### src/rtl/power_sequencer.sv
// power_sequencer: staged rail sequencer (ramp, settle, reverse shutdown, latched fault).
// Define SEQ_AUTO_RETRY_EN to enable timed auto-restart after a fault.

module power_sequencer #(
    parameter int NUM_STAGES     = 3,
    parameter int STAGE_TIMEOUT  = 1000,
    parameter int SETTLE_DELAY   = 100,
    parameter int SHUTDOWN_DELAY = 50,
    parameter int RETRY_DELAY    = 3000,
    parameter int MAX_RETRIES    = 3
) (
    input  logic                  i_clk,
    input  logic                  i_reset,
    input  logic                  i_enable,
    input  logic                  i_clearFault,
    input  logic [NUM_STAGES-1:0] i_stageGood,
    output logic [NUM_STAGES-1:0] o_stageEnable,
    output logic                  o_allGood,
    output logic                  o_fault,
    output logic [1:0]            o_faultStage,
    output logic [2:0]            o_state
);

    function automatic int max_of(input int a, input int b);
        return (a > b) ? a : b;
    endfunction

`ifdef SEQ_AUTO_RETRY_EN
    localparam int MAX_DELAY = max_of(max_of(STAGE_TIMEOUT, SETTLE_DELAY),
                                      max_of(SHUTDOWN_DELAY, RETRY_DELAY));
`else
    localparam int MAX_DELAY = max_of(max_of(STAGE_TIMEOUT, SETTLE_DELAY), SHUTDOWN_DELAY);
`endif
    localparam int TW = max_of($clog2(MAX_DELAY + 1), 1);

    typedef logic [TW-1:0]         timer_t;
    typedef logic [NUM_STAGES-1:0] stages_t;

    localparam timer_t TIMER_SAT     = timer_t'(MAX_DELAY);
    localparam timer_t RAMP_LAST     = timer_t'(STAGE_TIMEOUT - 1);
    localparam timer_t SETTLE_LAST   = timer_t'(SETTLE_DELAY - 1);
    localparam timer_t SHUTDOWN_LAST = timer_t'(SHUTDOWN_DELAY - 1);
    localparam logic [1:0] LAST_STAGE = 2'(NUM_STAGES - 1);

`ifdef SEQ_AUTO_RETRY_EN
    localparam int RW = max_of($clog2(MAX_RETRIES + 1), 1);
    typedef logic [RW-1:0] retry_t;
    localparam timer_t RETRY_LAST  = timer_t'(RETRY_DELAY - 1);
    localparam retry_t RETRY_LIMIT = retry_t'(MAX_RETRIES);
`endif

    if (NUM_STAGES < 2 || NUM_STAGES > 4 || STAGE_TIMEOUT < 1 || SETTLE_DELAY < 1 ||
        SHUTDOWN_DELAY < 1 || RETRY_DELAY < 1 || MAX_RETRIES < 0) begin : g_bad_params
        $error("power_sequencer: parameter out of range");
    end

    typedef enum logic [2:0] {
        S_IDLE       = 3'd0,
        S_RAMP       = 3'd1,
        S_SETTLE     = 3'd2,
        S_ON         = 3'd3,
        S_SHUTDOWN   = 3'd4,
        S_FAULT      = 3'd5,
        S_RETRY_WAIT = 3'd6
    } state_t;

    state_t     state_q, state_d;
    logic [1:0] k_q, k_d;
    timer_t     timer_q, timer_d;
    stages_t    en_q, en_d;
    logic       allgood_q;
    logic       fault_q;
    logic [1:0] fstage_q, fstage_d;
`ifdef SEQ_AUTO_RETRY_EN
    retry_t     retry_q, retry_d;
`endif

    stages_t    cur;
    logic       cur_good;
    stages_t    fault_mask;
    logic [1:0] fault_idx;
    timer_t     timer_inc;
    state_t     fault_target;

    always_comb begin
        cur       = stages_t'(1) << k_q;
        cur_good  = |(i_stageGood & cur);
        timer_inc = (timer_q == TIMER_SAT) ? timer_q : timer_q + timer_t'(1);

        // Guard on every enabled stage; the ramping stage only counts once its timeout expires.
        fault_mask = '0;
        if (state_q == S_RAMP || state_q == S_SETTLE || state_q == S_ON) begin
            fault_mask = en_q & ~i_stageGood;
            if (state_q == S_RAMP) begin
                fault_mask = fault_mask & ~cur;
                if (!cur_good && timer_q == RAMP_LAST) begin
                    fault_mask = fault_mask | cur;
                end
            end
        end

        fault_idx = '0;
        for (int unsigned j = NUM_STAGES; j > 0; j--) begin
            if (fault_mask[j-1]) begin
                fault_idx = 2'(j - 1);
            end
        end

`ifdef SEQ_AUTO_RETRY_EN
        fault_target = (retry_q == RETRY_LIMIT) ? S_FAULT : S_RETRY_WAIT;
`else
        fault_target = S_FAULT;
`endif
    end

    always_comb begin
        state_d  = state_q;
        k_d      = k_q;
        timer_d  = timer_q;
        en_d     = en_q;
        fstage_d = fstage_q;
`ifdef SEQ_AUTO_RETRY_EN
        retry_d  = retry_q;
`endif

        case (state_q)
            S_IDLE: begin
                en_d    = '0;
                k_d     = '0;
                timer_d = '0;
                if (i_enable) begin
                    state_d = S_RAMP;
                    en_d    = stages_t'(1);
                end
            end

            S_RAMP, S_SETTLE, S_ON: begin
                if (|fault_mask) begin
                    state_d  = fault_target;
                    en_d     = '0;
                    timer_d  = '0;
                    fstage_d = fault_idx;
                end else if (!i_enable) begin
                    // Enabled stages always form a contiguous run from bit 0,
                    // so dropping the highest one is a right shift.
                    en_d    = en_q >> 1;
                    timer_d = '0;
                    state_d = ((en_q >> 1) == '0) ? S_IDLE : S_SHUTDOWN;
                end else begin
                    case (state_q)
                        S_RAMP: begin
                            if (cur_good) begin
                                state_d = S_SETTLE;
                                timer_d = '0;
                            end else begin
                                timer_d = timer_inc;
                            end
                        end
                        S_SETTLE: begin
                            if (timer_q == SETTLE_LAST) begin
                                timer_d = '0;
                                if (k_q == LAST_STAGE) begin
                                    state_d = S_ON;
`ifdef SEQ_AUTO_RETRY_EN
                                    retry_d = '0;
`endif
                                end else begin
                                    state_d = S_RAMP;
                                    k_d     = k_q + 2'd1;
                                    en_d    = en_q | (cur << 1);
                                end
                            end else begin
                                timer_d = timer_inc;
                            end
                        end
                        default: ;
                    endcase
                end
            end

            S_SHUTDOWN: begin
                if (timer_q == SHUTDOWN_LAST) begin
                    en_d    = en_q >> 1;
                    timer_d = '0;
                    if ((en_q >> 1) == '0) begin
                        state_d = S_IDLE;
                    end
                end else begin
                    timer_d = timer_inc;
                end
            end

            S_FAULT: begin
                en_d = '0;
                if (i_clearFault) begin
                    state_d  = S_IDLE;
                    fstage_d = '0;
                    timer_d  = '0;
                end
            end

`ifdef SEQ_AUTO_RETRY_EN
            S_RETRY_WAIT: begin
                en_d = '0;
                if (i_clearFault) begin
                    state_d  = S_IDLE;
                    fstage_d = '0;
                    timer_d  = '0;
                    retry_d  = '0;
                end else if (timer_q == RETRY_LAST) begin
                    state_d  = S_IDLE;
                    fstage_d = '0;
                    timer_d  = '0;
                    retry_d  = retry_q + retry_t'(1);
                end else begin
                    timer_d = timer_inc;
                end
            end
`endif

            default: begin
                state_d = S_IDLE;
                en_d    = '0;
                timer_d = '0;
            end
        endcase
    end

    always_ff @(posedge i_clk) begin
        if (i_reset) begin
            state_q   <= S_IDLE;
            k_q       <= '0;
            timer_q   <= '0;
            en_q      <= '0;
            allgood_q <= 1'b0;
            fault_q   <= 1'b0;
            fstage_q  <= '0;
`ifdef SEQ_AUTO_RETRY_EN
            retry_q   <= '0;
`endif
        end else begin
            state_q   <= state_d;
            k_q       <= k_d;
            timer_q   <= timer_d;
            en_q      <= en_d;
            allgood_q <= (state_d == S_ON);
            fault_q   <= (state_d == S_FAULT) || (state_d == S_RETRY_WAIT);
            fstage_q  <= fstage_d;
`ifdef SEQ_AUTO_RETRY_EN
            retry_q   <= retry_d;
`endif
        end
    end

    assign o_stageEnable = en_q;
    assign o_allGood     = allgood_q;
    assign o_fault       = fault_q;
    assign o_faultStage  = fstage_q;
    assign o_state       = state_q;

endmodule

### config.mk
export PLATFORM = sky130hd
export DESIGN_NAME = power_sequencer
export DESIGN_NICKNAME = d
export VERILOG_FILES = /design/src/rtl/power_sequencer.sv
export SDC_FILE = /design/constraint.sdc
export NUM_CORES = 1
export LEC_CHECK = 0
export CAP_MARGIN = 15
export CORE_ASPECT_RATIO = 0.9
export CORE_UTILIZATION = 45
export CTS_CLUSTER_SIZE = 12
export DETAILED_ROUTE_END_ITERATION = 10
export PLACE_DENSITY = 0.67
export RECOVER_POWER = 100
export SYNTH_ARGS = -nofsm -noshare
export SYNTH_HDL_FRONTEND = slang
export SYNTH_SLANG_ARGS = --single-unit
### constraint.sdc
create_clock -name i_clk -period 3.35 [get_ports i_clk]
set_input_delay 0.8375 -clock i_clk [delete_from_list [all_inputs] [get_ports i_clk]]
set_output_delay 0.8375 -clock i_clk [all_outputs]
set_load 0.05 [all_outputs]
==> impl_metrics.yaml <==
drt:
  drc: 0
  routedWlPerCell_microns: 14.9
  first_iter_violations: 110
  vias: 1445
  ant_nets: 0
  wirelength_microns: 3480
  via_per_inst: 6.18
  first_pass_iters: 5
clock_network:
  postCtsHoldBufs: 0
  clk_latency_ps: 310
  cts_max_path_buffers: 2
  cts_buffers: 3
  h-tree-depth: 1
  cts.sinks: 22
  post_cts_buffers: 0
  cts-root-buf: "clkbuf_4"
  cts_resized: 0
  cts_tree: "yes"
  path_clk_slew_ps: 120
placement:
  port_buffers: 16
  dpl_cell_area_sq_um: 1650
  dp_hpwl_microns: 2640
  gp_congestion: 0.889
run:
  cap_violations: 0
setup_path:
  required_ps: 3560
  reg2reg_from: "k_q[0]$_SDFFE_PP0P_"
  worstSetupStartpointType: "input port"
  startpoint: "i_stageGood[1]"
  r2r_cells: 9
  cp_num_buf_inv: 2
  cp_cell_sequence: "dlygate4sd3_1 > a222oi_1 > nand3_1 > o31a_1 > a32oi_2 > buf_4 > o21ai_0 > a22o_1"
  cp_max_fo: 11
  ff2ff_setup_slack_ps: 660
  cp-endpoint: "timer_q[4]$_SDFFE_PP0P_"
  slowest_delay_ps: 560
  critPathArrivalTime_ps: 3140
  cp-end-kind: "register"
  cp.depth: 8
  timing.rr.end: "o_allGood$_SDFF_PP0_"
  crit_family: "compound AO/OA/AOI/OAI gates"
  path_class: "in2reg"
  cpMaxStageDelayCell: "dlygate4sd3_1"
floorplanning:
  initial_utilization: 0.497
  die_area_sq_um: 3380
  core_sq_um: 2860
  io-pin-count: 17
  die_h_microns: 55.3
  fp.dieW_microns: 61.2
  rows: 18
logic_synthesis:
  synth_fp_nets: 187
  netlist.area_leader.share: 0.310
  synth.cell_area_sq_um: 1420
  yosysUniqueCellTypes: 46
  synth_warnings: 0
  netlist_top_cells_area: "dfxtp_1 31%, ha_1 5.3%, nor2b_1 4.4%, a22o_1 4.3%, nor3_1 3.5%"
  synthFlopType: "dfxtp_1"
  async_reset_ff_frac: 0
  synthCells: 174
  synth_edf_count: 0
  yosysTopAreaCell: "dfxtp_1"
  syn_avg_cell_area_sq_um: 8.16
  ys_seq_area_frac: 0.310
  ys_seq_elements: 22
sta:
  period_share: 0.874
  worstMarginPinSlew_ps: 509
  rsz0062_at_grt: "no"
  fmax_ghz: 0.342
  fin_worst_skew_ps: 6.13
  max_slew_margin: 0.652
  slew_viol_final: 0
  fin_crit_ps: 2930
  tns_ps: 0
  setup_viol: 0
  finalHoldViolations: 0
power_and_ir_drop:
  p_int_uw: 386
  pwr-share-comb: 0.236
  power_density_nw_per_um2: 331
  p_clk_frac: 0.264
  p_seq_frac: 0.500
  vdd_drop_max_mv: 0.252
  p_switching_uw: 168
  switching_share: 0.304
  leakage_nw: 0.673
cells_and_area:
  final_common_cell: "dfxtp_1"
  fillers: 262
  diodes: 0
  design_area_sq_um: 1680
  final_cell_mix: "22 x dfxtp_1, 12 x nand2_1, 12 x o21ai_0"
  drive_above_1_share: 0.0619
  seqCellArea_sq_um: 440
  multi_input_area_sq_um: 923
  nets: 208
  syn_to_final_growth_pct: 18.1
grt:
  grt_pass1_vias: 1255
  grt.overflow.total: 0
  grt_antenna_before_repair: 0
  grt_pass1_wl_microns: 5690
  grt_start_max_net_pins: 16
  grt_usage: 0.220
status:
  outcome: "completed"
worst_hold_path:
  hold_path.class: "reg2reg"
==> power groups by stage <==
| stage | combinational (mW) | sequential, mW | clock (mW) |
|---|---|---|---|
| finish | 0.131 | 0.278 | 0.146 |
| CTS | 0.134 | 0.278 | 0.152 |
| floorplan | 0.0755 | 0.299 | 0 |
| detailed placement | 0.134 | 0.284 | 0 |
| global placement | 0.134 | 0.283 | 0 |
| global route | 0.142 | 0.279 | 0.163 |
==> logic make-up (layout without fill, tap and decap cells) <==
kind of cell	Yosys count	after routing	synth area share
and+or+nand+nor	78	78	0.317
buffers and inverters	14	34	0.0397
AOI/OAI and AO/OA	51	51	0.258
DFF	22	22	0.310
xor gates and xnor gates	1	1	0.00617
adders and majority gates	6	6	0.0529
muxes	2	2	0.0159
==> flip-flops by register name, summed over array words and instances, names as in the netlist <==
register	count
o_allGood	1
o_state	3
timer_q	10
k_q	2
o_fault	1
o_stageEnable	3
o_faultStage	2
==> area by class of cell <==
| cell class | count | area share |
|---|---|---|
| repair buffers | 22 | 0.118 |
| clock buffers | 4 | 0.0216 |
| inverters | 8 | 0.0179 |
| well taps | 40 | 0.0298 |
| flip-flops and latches | 22 | 0.262 |
| multi-input cells | 138 | 0.550 |
==> worst min-delay path by stage <==
| stage | from | end | slack, ps | cells past startpoint |
|---|---|---|---|---|
| 2_1_floorplan | k_q[1]$_SDFFE_PP0P_ | k_q[1]$_SDFFE_PP0P_ | 460 | 2 |
| 3_3_place_gp | o_faultStage[0]$_SDFFE_PP0P_ | o_faultStage[0]$_SDFFE_PP0P_ | 450 | 2 |
| 4_1_cts | o_faultStage[1]$_SDFFE_PP0P_ | o_faultStage[1]$_SDFFE_PP0P_ | 480 | 2 |
| 6_report | o_faultStage[0]$_SDFFE_PP0P_ | o_faultStage[0]$_SDFFE_PP0P_ | 470 | 2 |
| 5_1_grt | o_faultStage[1]$_SDFFE_PP0P_ | o_faultStage[1]$_SDFFE_PP0P_ | 500 | 2 |
| 3_5_place_dp | o_faultStage[0]$_SDFFE_PP0P_ | o_faultStage[0]$_SDFFE_PP0P_ | 460 | 2 |
==> cells in the mapped netlist (all sizes together) (5+ instances only) <==
master / number
nor4b: 5
nor2b: 10
o21ai: 14
and3: 6
clkbuf: 5
inv: 8
nor3: 10
nand3: 5
a22o: 7
ha: 6
dfxtp: 22
nand2: 12
nor2: 11
a21oi: 7
==> per-layer routing <==
metal,part of all wire,GRT usage
met1,0.47,0.331
met2,0.43,0.289
met3,0.086,0.0632
met4,0.013,0.0844
met5,0,0
==> worst min-delay path, stage by stage (launching register included) <==
cell and delay, ps:
dfxtp_1 330, nand2_1 50, a21oi_1 60
==> through the flow <==
stage	std cells	worst slack, ps	hold WS, ps	power, mW	utilization
after floorplan	174	647	462	0.374	-
after detailed placement	230	227	457	0.417	0.577
final	234	422	470	0.555	0.587
after CTS	234	569	476	0.564	0.589
after global placement	230	248	445	0.417	0.577
after global routing	234	285	496	0.584	0.587
Note: power is estimated with default switching activity, not from simulation.
